==> config.mk <==
export PLATFORM = sky130hd
export DESIGN_NAME = ntt_bfu_sched
export DESIGN_NICKNAME = d
export VERILOG_FILES = /design/src/rtl/ntt_sched_pkg.sv /design/src/rtl/ntt_wb_delay.sv /design/src/rtl/ntt_bfu_sched.sv
export SDC_FILE = /design/constraint.sdc
export NUM_CORES = 1
export LEC_CHECK = 0
export ABC_AREA = 1
export BUFFER_PORTS_ARGS = -buffer_cell sky130_fd_sc_hd__buf_4
export CAP_MARGIN = 20
export CORE_MARGIN = 2
export CORE_UTILIZATION = 45
export CTS_CLUSTER_DIAMETER = 30
export DETAILED_ROUTE_END_ITERATION = 6
export GPL_ROUTABILITY_DRIVEN = 1
export HOLD_SLACK_MARGIN = 0.12
export PLACE_DENSITY = 0.72
export REMOVE_ABC_BUFFERS = 1
export SYNTH_ARGS = -nofsm -noshare
export SYNTH_HDL_FRONTEND = slang
export SYNTH_HIERARCHICAL = 1
export SYNTH_SLANG_ARGS = --single-unit
==> constraint.sdc <==
create_clock -name iSYS_CLK -period 6.5 [get_ports iSYS_CLK]
set_input_delay 0.325 -clock iSYS_CLK [delete_from_list [all_inputs] [get_ports iSYS_CLK]]
set_output_delay 0.325 -clock iSYS_CLK [all_outputs]
set_load 0.1 [all_outputs]
==> src/rtl/ntt_sched_pkg.sv <==
// Shared types for the NTT/PWM butterfly sequencer.
package ntt_sched_pkg;
    typedef enum logic [1:0] {ST_IDLE, ST_ISSUE, ST_DRAIN, ST_DONE} schedState_t;

    localparam logic MODE_NTT = 1'b0;
    localparam logic MODE_PWM = 1'b1;
endpackage

==> src/rtl/ntt_wb_delay.sv <==
// Write-back delay line: carries {en, addrA, addrB} from issue to the BFU output.
module ntt_wb_delay #(
    parameter int LOGN   = 8,
    parameter int WB_LAT = 6
) (
    input  logic            iSYS_CLK,
    input  logic            iSYS_RST,
    input  logic            iEn,
    input  logic [LOGN-1:0] iAddrA,
    input  logic [LOGN-1:0] iAddrB,
    output logic            oEn,
    output logic [LOGN-1:0] oAddrA,
    output logic [LOGN-1:0] oAddrB
);
    logic [WB_LAT-1:0] enPipe;
    logic [LOGN-1:0]   addrAPipe [WB_LAT];
    logic [LOGN-1:0]   addrBPipe [WB_LAT];

    // Clearing the whole line on reset is what drops in-flight write-backs.
    always_ff @(posedge iSYS_CLK or posedge iSYS_RST) begin
        if (iSYS_RST) begin
            enPipe <= '0;
            for (int i = 0; i < WB_LAT; i++) begin
                addrAPipe[i] <= '0;
                addrBPipe[i] <= '0;
            end
        end else begin
            enPipe[0]    <= iEn;
            addrAPipe[0] <= iAddrA;
            addrBPipe[0] <= iAddrB;
            for (int i = 1; i < WB_LAT; i++) begin
                enPipe[i]    <= enPipe[i-1];
                addrAPipe[i] <= addrAPipe[i-1];
                addrBPipe[i] <= addrBPipe[i-1];
            end
        end
    end

    assign oEn    = enPipe[WB_LAT-1];
    assign oAddrA = addrAPipe[WB_LAT-1];
    assign oAddrB = addrBPipe[WB_LAT-1];
endmodule

==> src/rtl/ntt_bfu_sched.sv <==
// Butterfly sequencer: issues one Cooley-Tukey butterfly (or PWM pair) per cycle
// and drains the BFU pipe between stages.
module ntt_bfu_sched
    import ntt_sched_pkg::*;
#(
    parameter int LOGN   = 8,
    parameter int WB_LAT = 6
) (
    input  logic            iSYS_CLK,
    input  logic            iSYS_RST,
    input  logic            iFSM_START,
    input  logic            iMODE,
    output logic            oBUSY,
    output logic            oDONE,
    output logic            oSEL,
    output logic [LOGN-1:0] oSTAGE,
    output logic            oRD_EN,
    output logic [LOGN-1:0] oRD_ADDR_A,
    output logic [LOGN-1:0] oRD_ADDR_B,
    output logic [LOGN-1:0] oTW_ADDR,
    output logic            oWR_EN,
    output logic [LOGN-1:0] oWR_ADDR_A,
    output logic [LOGN-1:0] oWR_ADDR_B
);
    localparam int HALF = 1 << (LOGN - 1);
    localparam int JW   = LOGN - 1;
    localparam int DW   = $clog2(WB_LAT + 1);

    schedState_t     state;
    logic            modeLat;
    logic [LOGN-1:0] stage;
    logic [JW-1:0]   jCnt;
    logic [DW-1:0]   drainCnt;

    logic            genMode;
    logic [LOGN-1:0] genStage;
    logic [JW-1:0]   genJ;
    logic [LOGN-1:0] jExt, lenV, gV, oV, aV, bV, twV;
    int              shAmt;

    // Addresses are computed for the butterfly that will be visible next cycle.
    always_comb begin
        genMode  = (state == ST_IDLE) ? iMODE : modeLat;
        genStage = (state == ST_DRAIN) ? stage + LOGN'(1) :
                   ((state == ST_IDLE) ? '0 : stage);
        genJ     = (state == ST_ISSUE) ? jCnt + JW'(1) : '0;
        jExt     = {1'b0, genJ};
        shAmt    = LOGN - 1 - int'(genStage);
        lenV     = '0;
        gV       = '0;
        oV       = '0;
        aV       = '0;
        bV       = '0;
        twV      = '0;
        if (genMode == MODE_PWM) begin
            aV  = {genJ, 1'b0};
            bV  = {genJ, 1'b1};
            twV = jExt;
        end else begin
            lenV = LOGN'(1) << shAmt;
            gV   = jExt >> shAmt;
            oV   = jExt & (lenV - LOGN'(1));
            aV   = (gV << (shAmt + 1)) | oV;
            bV   = aV + lenV;
            twV  = (LOGN'(1) << genStage) + gV;
        end
    end

    always_ff @(posedge iSYS_CLK or posedge iSYS_RST) begin
        if (iSYS_RST) begin
            state      <= ST_IDLE;
            modeLat    <= MODE_NTT;
            stage      <= '0;
            jCnt       <= '0;
            drainCnt   <= '0;
            oBUSY      <= 1'b0;
            oDONE      <= 1'b0;
            oSEL       <= 1'b0;
            oSTAGE     <= '0;
            oRD_EN     <= 1'b0;
            oRD_ADDR_A <= '0;
            oRD_ADDR_B <= '0;
            oTW_ADDR   <= '0;
        end else begin
            case (state)
                ST_IDLE: begin
                    oDONE <= 1'b0;
                    if (iFSM_START) begin
                        state      <= ST_ISSUE;
                        modeLat    <= iMODE;
                        stage      <= '0;
                        jCnt       <= '0;
                        oBUSY      <= 1'b1;
                        oSEL       <= iMODE;
                        oSTAGE     <= '0;
                        oRD_EN     <= 1'b1;
                        oRD_ADDR_A <= aV;
                        oRD_ADDR_B <= bV;
                        oTW_ADDR   <= twV;
                    end
                end
                ST_ISSUE: begin
                    if (jCnt == JW'(HALF - 1)) begin
                        state    <= ST_DRAIN;
                        drainCnt <= '0;
                        oRD_EN   <= 1'b0;
                    end else begin
                        jCnt       <= jCnt + JW'(1);
                        oRD_ADDR_A <= aV;
                        oRD_ADDR_B <= bV;
                        oTW_ADDR   <= twV;
                    end
                end
                ST_DRAIN: begin
                    if (drainCnt == DW'(WB_LAT - 1)) begin
                        if (modeLat == MODE_NTT && stage < LOGN'(LOGN - 1)) begin
                            state      <= ST_ISSUE;
                            stage      <= stage + LOGN'(1);
                            jCnt       <= '0;
                            oSTAGE     <= stage + LOGN'(1);
                            oRD_EN     <= 1'b1;
                            oRD_ADDR_A <= aV;
                            oRD_ADDR_B <= bV;
                            oTW_ADDR   <= twV;
                        end else begin
                            state  <= ST_DONE;
                            oDONE  <= 1'b1;
                            oBUSY  <= 1'b0;
                            oSEL   <= 1'b0;
                            oSTAGE <= '0;
                        end
                    end else begin
                        drainCnt <= drainCnt + DW'(1);
                    end
                end
                ST_DONE: begin
                    state <= ST_IDLE;
                    oDONE <= 1'b0;
                end
                default: state <= ST_IDLE;
            endcase
        end
    end

    ntt_wb_delay #(.LOGN(LOGN), .WB_LAT(WB_LAT)) uWbDelay (
        .iSYS_CLK (iSYS_CLK),
        .iSYS_RST (iSYS_RST),
        .iEn      (oRD_EN),
        .iAddrA   (oRD_ADDR_A),
        .iAddrB   (oRD_ADDR_B),
        .oEn      (oWR_EN),
        .oAddrA   (oWR_ADDR_A),
        .oAddrB   (oWR_ADDR_B)
    );
endmodule

* Yosys cells after proc, flatten, opt, wreduce, memory -nomap -nowiden
Cells that the tools add are included.
** Cells by class
- Add/subtract/negate cells :: 8
- $lt $le $gt $ge :: 1
- Equality and inequality tests :: 12
- Shifts and indexed selects :: 4
- Multiplexer cells :: 55
- Bitwise gates (word level) :: 3
- Reductions and logical operators :: 16
** Operators by type and width (number)
- two-way mux 8 bit :: 22
- case mux 8 bit (3 select lines) :: 3
- two-way mux 7 bit :: 5
- case mux 8 bit (2 select lines) :: 2
- << shifter 1 x 32 -> 8 bit (first input constant) :: 1
- << shifter 8 x 32 -> 8 bit :: 1
- right shift 7 x 32 -> 8 bit :: 1
- case mux 7 bit (3 select lines) :: 1
- adder 8 bit :: 2
- AND reduction 3 bit :: 4
- adder 9 x 2 -> 10 bit (second input constant) :: 1
- two-way mux 1 bit :: 10
- AND reduction 5 bit :: 2
- subtractor 3 x 8 -> 9 bit (first input constant) :: 1
- adder 8 x 1 -> 8 bit (second input constant) :: 1
- AND 7 x 8 -> 8 bit :: 1
- < comparator 8 x 3 -> 1 bit (second input constant) :: 1
- two-way mux 2 bit :: 4
- != test 2 bit (second input constant) :: 4
- OR 8 bit :: 1
- case mux 2 bit (4 select lines) :: 1
- AND reduction 4 bit :: 2
- << shifter 1 x 8 -> 8 bit (first input constant) :: 1
- subtractor 8 x 1 -> 8 bit (second input constant) :: 1
- 18 further kinds :: 26
** Storage, ports and cells
- Flip-flop bits (word level) :: 159
- Bits of input ports :: 4
- Output and inout bits :: 53
- Word-level logic and storage cells :: 125

* Longest topological paths before layout
- Word-level depth :: 13
- Depth in mapped cells :: 35
- Gate-level depth less buffers :: 34

* By module
The synthesis kept the hierarchy.
** By module, submodules not included
- ntt_bfu_sched :: times used 1, cells an instance 582, area an instance 4190.3 µm², sequential area each 1426.4 µm²
- ntt_wb_delay :: times used 1, cells an instance 119, area an instance 2676.3 µm², sequential area each 2552.4 µm²

* Least setup slack after synthesis
No wires, ideal clock.
- Path type :: register to register
- From :: register state[0]
- To :: register oRD_ADDR_B[5]
- Library setup time :: 0.127 ns
- Arrival time :: 4.126 ns
- Required time :: 6.373 ns
- Slack :: 2.247 ns
- Stages on the path, launching flop included :: 32
- Path buffers :: 0
- Clock period less this slack :: 4.253 ns
- Cell sequence :: dfrtp_1 inv_1 ha_1 inv_1 a21oi_1 o21ai_1 nand2_2 inv_2 ha_1 nand3_1 nor2_1 nand2_1 nor2_4 nand2_2 nor2_1 inv_1 nor3_1 inv_1 ha_1 a21oi_1 o21ai_0 o21ai_0 ha_1 a21oi_1 inv_1 a31oi_1 nor2_1 nand3_1 nand3_2 or2_1 nand3_1 nand3_1
** Between the ends
- Cells in the longest elaborated chain, start to end :: 13
- Elaborated cells on any way between the ends :: 28
- Those cells by class :: add/sub (4); eq/ne (6); shift (3); mux (10); bitwise (2); reduce/logical (3)
** RTL lines
- from (decl) :: RTL line ntt_bfu_sched.sv:29 : schedState_t state;
- from (signal assigned) :: RTL line ntt_bfu_sched.sv:71 : state <= ST_IDLE;
- from (signal assigned) :: RTL line ntt_bfu_sched.sv:89 : state <= ST_ISSUE;
- from (signal assigned) :: RTL line ntt_bfu_sched.sv:104 : state <= ST_DRAIN;
- branches (longest 13 deep; another with adder 9 x 2 -> 10 bit)
- to (signal assigned) :: RTL line ntt_bfu_sched.sv:98 : oRD_ADDR_B <= bV;
- to (signal assigned) :: RTL line ntt_bfu_sched.sv:110 : oRD_ADDR_B <= bV;
- to (signal assigned) :: RTL line ntt_bfu_sched.sv:123 : oRD_ADDR_B <= bV;
- to (decl) :: RTL line ntt_bfu_sched.sv:19 : output logic [LOGN-1:0] oRD_ADDR_B,
Several ways; the timed one is not identified. The select of a mux whose other input is x is not followed.
A chain may end at the register's enable or synchronous reset.

* Worst setup path after layout
Ends and elaborated chain as after synthesis.

==> summary.md <==
| Metric | Value |
|---|---|
| Std-Cell Rows | `45` |
| Worst Clk Skew | `around 12 ps` |
| Crit-path max cell delay | `480 ps` |
| Post-Synth XOR/XNOR Area | `0.00893` |
| Worst-Skew Late Latency | `430 ps` |
| Synth warn | `6` |
| Synth top area share | `0.579` |
| Final setup fails | `0` |
| Hold Path End | `modeLat$_DFFE_PP0P_` |
| Slew Limit Fails | `0` |
| Slowest CP cell | `dfrtp_1` |
| Mean Syn Cell Area | `9.80 µm²` |
| Hold depth | `3` |
| Predominant post-synthesis flop cell | `dfrtp_1` |
| HP Class | `in2reg` |
| Mean routed wirelength per cell | `14.4 µm` |
| Largest family of logic cells by synthesized area | `simple AND/OR/NAND/NOR gates` |
| Synth Area in Adders | `0.0514` |
| Remaining Overflow, GRT | `0` |
| Final period util | `0.849` |
| Async S/R FF share, synth | `1.00` |
| Metal3 WL | `approximately 540 µm` |
| CP Max Fanout | `12` |
| Complex-gate fraction of the synthesized area | `0.0829` |
| Worst setup EP type | `flip-flop` |
| Detailed Route WL | `13700 µm` |
| Flops & latches, synth | `159` |
| Post-Synth Simple-Gate Area | `0.203` |
| Ratio of cells with drive above 1 in the final layout | `0.180` |
| Buffer type at the clock tree root | `clkbuf_16` |
| Number of synthesized flops with an enable pin | `0` |
| Max_slew headroom | `0.353` |
| CTS tree | `done` |
| Number of CTS-inserted buffers | `17` |
| Commonest cells in the netlist | `159 x dfrtp_1, 142 x nand2_1, 78 x inv_1` |
| GRT Total Usage | `0.182` |
| Status | `finished, final reports clean` |
| Cells after Synth | `701` |
| Drt pass-1 iters | `5` |
| Die width | `128 µm` |
| Unique masters post-synth | `45` |
| Metal2 WL | `6350 µm` |
| Hold slack | `194 ps` |
| Layout Nets | `between 700 and 800` |
| Fin area | `8000 µm²` |
| Drt drc | `0` |
| Number of global-route vias before repair | `4584` |
| Data arrival time of the worst path | `about 5800 ps` |
| Kind of cell adding the most delay to the critical path | `simple AND/OR/NAND/NOR gates` |
| FF-to-FF setup slack | `980 ps` |
| Area Overhead vs Synth | `16.5%` |
| Vias per cell | `5.03` |
| CTS clock-pin slew for the worst setup and hold paths | `70 ps` |
| # H-tree levels | `4` |
| Tot Pwr | `4330 µW` |
| Core Area | `around 15000 µm²` |
| Die area | `16300 µm²` |
| Fmax | `181 MHz` |
| Crit path buffers/inverters | `7` |
| DRT antenna net count | `0` |
| Via count | `between 4000 and 5000` |
| Worst setup path class | `reg2reg` |
| CTS Sinks | `159` |
| R2R cell count | `29` |
| Final Hold Viols | `0` |
| Max clock buf depth | `2` |
| Worst VDD drop | `0.250 mV` |
| Worst r2r src | `state[0]$_DFFE_PP0P_` |
| Initial Util | `0.457` |
| Sum Neg Setup Slack | `0 ps` |
| Worst setup margin | `984 ps` |
| First-pass GRT wire length | `22900 µm` |
| Synth area leaders | `dfrtp_1 58%, nand2_1 7.8%, ha_1 4.6%` |
| Top-count cell post-synth | `dfrtp_1` |
| PortBufs | `56` |
| Gpl congestion | `0.921` |
| Post-synth top area cell | `dfrtp_1` |
| Hold_sp | `iMODE` |
| Post-synthesis sequential area ratio | `0.579` |
| Met1 Wirelength | `6540 µm` |
| DR top layer | `met4` |
| Max_cap viols | `0` |
| CP most frequent cell | `inv_1` |
| Synthesized cell area | `6870 µm²` |
| Tmin final | `5520 ps` |
| DP Wirelength | `9750 µm` |
| I/O pin count | `57` |
| Mux cell area share after synthesis | `0` |
| N_diodes | `0` |
| CP startpoint kind | `flip-flop` |
| PwrDens | `541 nW/µm²` |
| RSZ-0062 raised after global routing | `false` |
| Worst path required time | `6790 ps` |
| Placed cell area | `roughly 7400 µm²` |
| Initial antenna violation count | `0` |
| Largest net degree at the start of global routing | `83` |
| DRC marker count from the first detailed-route iteration | `413` |
| Setup Slack @ Placement | `between 1000 and 1500 ps` |
| Leak | `0.00421 µW` |
| FF-to-FF End | `oRD_ADDR_B[5]$_DFFE_PP0P_` |
| Die height | `128 µm` |
| Worst Tran Pin Value | `967 ps` |
==> per-layer routing <==
metal / track usage / up-vias
li1: - / 2379
met1: 0.252 / 2273
met2: 0.281 / 121
met3: 0.0402 / 28
met4: 0.0750 / 0
met5: 0 / -
==> kinds of logic (layout without fill, tap and decap cells) <==
logic type / after synthesis / after routing
DFF: 159 / 159
AOI/OAI and AO/OA: 93 / 93
and+or+nand+nor: 301 / 301
adders and majority gates: 27 / 27
buffers and inverters: 114 / 179
xor gates and xnor gates: 7 / 7
==> layout by cell type, fill, tap and decap left out, types with 6 or more instances in the layout <==
cell type	netlist	layout
nand3_1	48	48
inv_8	0	6
nand4_1	11	11
clkbuf_16	0	17
or2_2	6	6
nand3_2	8	8
o21ai_0	32	32
nor2_1	52	52
nand2_2	8	8
dfrtp_1	159	159
o21ai_1	7	7
inv_1	78	76
a2bb2oi_1	7	7
nor3_1	7	7
ha_1	25	25
nand2_1	142	142
a21oi_1	22	22
buf_4	17	61
nor2_2	6	6
==> final cells by class <==
| class | instances | area, µm² |
|---|---|---|
| fill | 1315 | 7030 |
| sequential | 159 | 3980 |
| multi-input combinational | 428 | 2380 |
| timing repair buffer | 64 | 505 |
| clock buffer | 17 | 425 |
| inverter | 83 | 314 |
| tap | 188 | 235 |
| clock inverter | 15 | 163 |
==> power breakdown <==
part	switching [µW]	total (µW)	internal [µW]
clock	443	958	515
combinational	1470	1930	456
sequential	134	1440	1300
==> sequential cells by signal (all words and copies together), names as in the netlist, 2 cells and up <==
signal and cells:
drainCnt 3, jCnt 7, oRD_ADDR_A 8, oRD_ADDR_B 8
oSTAGE 8, oTW_ADDR 8, stage 8, state 2
uWbDelay/addrAPipe 40, uWbDelay/addrBPipe 40, uWbDelay/enPipe 6, uWbDelay/oAddrA 8
uWbDelay/oAddrB 8
==> worst max-delay path by stage <==
stage / start / endpoint / slack [ps] / depth (start not counted)
floorplan: state[0]$_DFFE_PP0P_ / oRD_ADDR_B[5]$_DFFE_PP0P_ / 1800 / 30
detailed placement: state[0]$_DFFE_PP0P_ / oRD_ADDR_B[5]$_DFFE_PP0P_ / 1110 / 30
finish: state[0]$_DFFE_PP0P_ / oRD_ADDR_B[5]$_DFFE_PP0P_ / 980 / 29
CTS: state[0]$_DFFE_PP0P_ / oRD_ADDR_B[5]$_DFFE_PP0P_ / 1020 / 30
global route: state[0]$_DFFE_PP0P_ / oRD_ADDR_B[5]$_DFFE_PP0P_ / 440 / 30
global placement: state[0]$_DFFE_PP0P_ / oRD_ADDR_B[5]$_DFFE_PP0P_ / 1410 / 30
==> through the flow <==
step,cells,util
after floorplan,670,-
after global placement,919,0.490
after detailed placement,919,0.490
after CTS,953,0.530
after global routing,954,0.532
final,954,0.532
==> worst register-to-register path, delay by kind of cell (launching register included) <==
family                     cells  cell delay, ps
and+or+nand+nor               11            1510
AOI/OAI and AO/OA              7            1460
adders and majority gates      4            1280
buffers and inverters          7             660
DFF                            1             480
==> what timing repair did <==
item                                   4_1_cts  5_1_grt
hold buffers                                 2        0
gates resized for setup                      0        0
setup buffers                                0        0
endpoints found under the hold margin       21        0
(Power assumes the default switching activity.)
